<file path="src/rtl/data_mem_param.sv">
// data_mem_param: single-port word memory with registered reads, range checking
// and a multi-cycle clear-all sequence that zeroes one word per clock.
module data_mem_param #(
  parameter int DATA_W = 8,
  parameter int ADDR_W = 8,
  parameter int DEPTH  = 256
) (
  input  logic              CLK,
  input  logic              ResetN,
  input  logic [ADDR_W-1:0] DataAddress,
  input  logic [1:0]        MemStatus,
  input  logic [DATA_W-1:0] DataIn,
  output logic [DATA_W-1:0] DataOut,
  output logic              DataValid,
  output logic              Busy,
  output logic              AddrErr
);
  typedef enum logic {IDLE, CLEAR} state_t;
  state_t state_q, state_d;
  logic [ADDR_W-1:0] cnt_q, cnt_d, waddr;
  logic [DATA_W-1:0] dout_q, dout_d, wdata;
  logic valid_q, valid_d, err_q, err_d, we, in_range, last;
  logic [DATA_W-1:0] mem [DEPTH];
  // one extra bit so DEPTH = 2**ADDR_W compares correctly
  assign in_range = {1'b0, DataAddress} < (ADDR_W+1)'(DEPTH);
  assign last = cnt_q == ADDR_W'(DEPTH - 1);
  always_comb begin
    state_d = state_q;
    cnt_d = cnt_q;
    dout_d = dout_q;
    valid_d = 1'b0;
    err_d = 1'b0;
    we = 1'b0;
    waddr = DataAddress;
    wdata = DataIn;
    if (state_q == CLEAR) begin
      we = 1'b1;
      waddr = cnt_q;
      wdata = '0;
      cnt_d = last ? '0 : cnt_q + ADDR_W'(1);
      state_d = last ? IDLE : CLEAR;
    end else if (MemStatus == 2'b01) begin
      valid_d = 1'b1;
      err_d = !in_range;
      dout_d = in_range ? mem[DataAddress] : '0;
    end else if (MemStatus == 2'b10) begin
      we = in_range;
      err_d = !in_range;
    end else if (MemStatus == 2'b11) begin
      state_d = CLEAR;
      cnt_d = '0;
    end
  end
  // array has no reset; a reset edge suppresses any write, including a clear step
  always_ff @(posedge CLK)
    if (ResetN && we) mem[waddr] <= wdata;
  always_ff @(posedge CLK) begin
    if (!ResetN) begin
      state_q <= IDLE;
      cnt_q <= '0;
      dout_q <= '0;
      valid_q <= 1'b0;
      err_q <= 1'b0;
    end else begin
      state_q <= state_d;
      cnt_q <= cnt_d;
      dout_q <= dout_d;
      valid_q <= valid_d;
      err_q <= err_d;
    end
  end
  assign DataOut = dout_q;
  assign DataValid = valid_q;
  assign AddrErr = err_q;
  assign Busy = state_q == CLEAR;
endmodule

</file>
<file path="config.mk">
export PLATFORM = sky130hd
export DESIGN_NAME = data_mem_param
export DESIGN_NICKNAME = d
export VERILOG_FILES = /design/src/rtl/data_mem_param.sv
export SDC_FILE = /design/constraint.sdc
export NUM_CORES = 2
export LEC_CHECK = 0
export BUFFER_PORTS_ARGS = -buffer_cell sky130_fd_sc_hd__buf_2
export CAP_MARGIN = 30
export CORE_UTILIZATION = 45
export DETAILED_ROUTE_END_ITERATION = 6
export PLACE_DENSITY = 0.68
export SYNTH_ARGS = -nofsm -noshare
export SYNTH_HDL_FRONTEND = slang
export SYNTH_SLANG_ARGS = --single-unit
</file>
<file path="constraint.sdc">
create_clock -name CLK -period 22.2 [get_ports CLK]
set_input_delay 3.33 -clock CLK [delete_from_list [all_inputs] [get_ports CLK]]
set_output_delay 3.33 -clock CLK [all_outputs]
set_load 0.005 [all_outputs]
</file>
==> impl_metrics.yaml <==
run_status:
  status: "finished, final reports clean"
drt:
  wl_met2_um: 95000
  wl_um: 199000
  met3_length_um: 17700
  highest_layer: "met5"
  met1_length_um: 78600
  via_count: 41000
  initialDrtViolationCount: 5093
  dr.pass1.iters: 7
  via_per_inst: 6.13
  ant_nets: 0
  wl_per_cell_um: 29.8
  drc: 0
clock_network:
  cts.clk_slew.worst_paths_ns: 0.06
  cts_tree: "yes"
  hold_buffers: 0
  cts_max_level: 4
  post_cts_buffers: 0
  clockBufferDepth: 3
  cts-resized-gates: 0
  cts-buffers-inserted: 198
  clock-root-buffer: "clkbuf_16"
  clkLatencyLatePin_ns: 0.85
  cts_sinks: 2066
worst_hold_path:
  worstHoldEndpoint: "DataOut[4]"
  worstHoldStart: "DataOut[4]"
  hp-class: "reg2reg"
  min_path_cells: 1
timing:
  timing.final.crit_share_pct: 33.1
  rsz0062_at_grt: "false"
  setup_violations: 0
  maxSlewViolCount: 0
  fmax_mhz: 136
  tns_ns: 0
  slew_headroom_pct: 8.43
  timing.final.crit_period_ns: 7.35
  fin_skew_ns: 0.0499
  worstMarginPinSlew_ns: 1.37
  worst_slack_ns: 14.85
  finalHoldViolCount: 0
setup_path:
  critPathArrivalTime_ns: 8.07
  end_kind: "register"
  critPathKind: "in2reg"
  rrSetupSlack_ns: 18.21
  reg2reg_from: "Busy"
  rr_endpoint: "mem[86][4]"
  crit_required_ns: 22.91
  worstRegToRegCells: 6
  crit_path_max_fanout: 51
  crit_path_start_kind: "input port"
synthesis:
  avgSynthCellArea_um2: 19.8
  synth-edff-count: 2048
  ys_ff_latch: 2066
  synthTopCellsByArea: "edfxtp_1, mux4_2, mux2i_1"
  syn-cell-area_um2: 80900
  syn_nets: 4109
  async_flop_share_pct: 0
  yosys.cell_types.count: 69
  ys.flop_type: "edfxtp_1"
  synth_largest_area_cell: "edfxtp_1"
  synth_top_area_share_pct: 76.0
  yosysMostFrequentCell: "edfxtp_1"
  yosysSeqAreaShare_pct: 76.4
  ys_warn_count: 0
  synth_commonest_cells: "edfxtp_1, mux4_2, mux2i_1"
  synthCells: 4088
placed_design:
  preCtsSetupSlack_ns: 13.98
  dpl.cell_count: 6314
  placed_area_um2: 83400
  hpwl_um: 119000
  gp_congestion: 0.854
  io_buffers: 29
floorplan:
  die_w_um: 426
  core-area_um2: 179000
  rows: 155
  initial_core_util_pct: 45.3
  fp.dieH_um: 426
  ios: 31
  dieArea_um2: 182000
layout:
  fin_area_um2: 89800
  final_cells: 6684
  nFillCells: 13800
  syn2layout_area_growth_pct: 11.0
  multi_input_area_um2: 17600
  nNetsFinal: 4189
  regArea_um2: 61900
  drive_above_1_share_pct: 18.7
grt:
  grt-ovfl-total: 0
  grt_usage_pct: 21.9
  antenna_found_initial: 6
  grt_pass1_wl_um: 288000
  grt_pass1_vias: 40300
  grt_max_degree: 249
power:
  p_leak_nw: 28.3
  p_per_area_nw_per_um2: 89.2
  peakVddDrop_mv: 0.0829
run:
  cap_violations: 0
-- worst max-delay path by stage --
stage / from / end / cells past startpoint
floorplan: DataIn[0] / mem[0][0] / 1
global placement: DataAddress[0] / DataOut[0] / 10
detailed placement: DataAddress[0] / DataOut[0] / 10
CTS: DataAddress[0] / DataOut[0] / 10
global route: DataAddress[0] / DataOut[0] / 10
finish: DataAddress[0] / DataOut[6] / 10
-- routing by layer --
| layer | global-route usage (%) | up-vias |
|---|---|---|
| li1 | - | 17000 |
| met1 | 30.3 | 21700 |
| met2 | 34.2 | 1920 |
| met3 | 4.51 | 392 |
| met4 | 8.78 | 2 |
| met5 | 0 | - |
-- logic make-up after synthesis --
| kind of cell | count (synthesis) | share of synthesized area, % |
|---|---|---|
| AND/OR/NAND/NOR | 655 | 3.54 |
| flip-flops | 2066 | 76.4 |
| other | 1 | 0.00463 |
| AO/OA/AOI/OAI | 423 | 3.67 |
| buffers and inverters | 250 | 2.01 |
| multiplexers | 692 | 14.3 |
| adder cells (fa/ha/maj) | 1 | 0.0155 |
-- flip-flops by register name, summed over array words and instances, names as in the netlist --
register,flops
DataOut,8
DataValid,1
cnt_q,8
Busy,1
mem,2048
-- final cells by class --
| type | instances | share of cell area [%] |
|---|---|---|
| Antenna cell | 4 | 0.0111 |
| Clock buffer | 250 | 5.86 |
| Clock inverter | 107 | 1.10 |
| Inverter | 5 | 0.0237 |
| Multi-Input combinational cell | 1772 | 19.6 |
| Sequential cell | 2066 | 68.9 |
| Tap cell | 2355 | 3.28 |
| Timing Repair Buffer | 125 | 1.31 |
-- where the power goes --
part | switching, mW | leakage, nW | internal (mW) | total [mW]
Combinational | 0.284 | 6.55 | 0.124 | 0.408
Sequential | 0.00462 | 18.6 | 4.32 | 4.33
Clock | 1.44 | 3.06 | 1.84 | 3.28
Total | 1.73 | 28.3 | 6.29 | 8.02
-- metrics by stage --
| stage | total power, mW | hold slack (ns) | util [%] |
|---|---|---|---|
| 3_5_place_dp | 4.81 | 0.454 | 46.7 |
| 4_1_cts | 8.04 | 0.469 | 50.2 |
| 3_3_place_gp | 4.80 | 0.456 | 46.6 |
| 6_report | 8.02 | 0.474 | 50.3 |
| 5_1_grt | 8.20 | 0.496 | 50.3 |
| 2_1_floorplan | 4.69 | 0.461 | - |
-- worst max-delay path: stages --
cell and delay (ns):
buf_8 0.42, buf_4 0.73, buf_4 0.79, buf_4 0.85, mux4_2 0.59, o22ai_1 0.17
o21ai_0 0.24, and2_0 0.29, o2111ai_1 0.31, nand3_1 0.10
-- placed cells by master, fill, tap and decap left out, types with 7 or more instances in the layout --
cell | netlist | final
o221ai_1 | 59 | 59
clkinv_1 | 0 | 46
a21oi_1 | 59 | 59
buf_4 | 24 | 71
nand3b_1 | 13 | 13
nand2_1 | 177 | 177
buf_12 | 4 | 12
a221oi_1 | 15 | 15
buf_16 | 0 | 7
dfxtp_1 | 18 | 17
edfxtp_1 | 2048 | 2048
nor3_1 | 36 | 35
buf_2 | 63 | 30
o21ai_0 | 55 | 55
clkbuf_16 | 0 | 201
o22ai_1 | 94 | 94
bufinv_16 | 0 | 14
nor2_1 | 288 | 286
clkinv_2 | 0 | 30
and2_1 | 8 | 7
nand2b_1 | 8 | 7
nor4_1 | 17 | 16
a22oi_1 | 31 | 31
nor2b_4 | 0 | 9
nor2b_1 | 17 | 8
a211o_1 | 12 | 12
mux4_2 | 368 | 368
nand4_1 | 15 | 15
mux2i_1 | 315 | 315
a31oi_1 | 9 | 9
nand3_1 | 51 | 45
clkbuf_1 | 80 | 44
a211oi_1 | 20 | 20
Note: power is estimated with default switching activity, not from simulation.
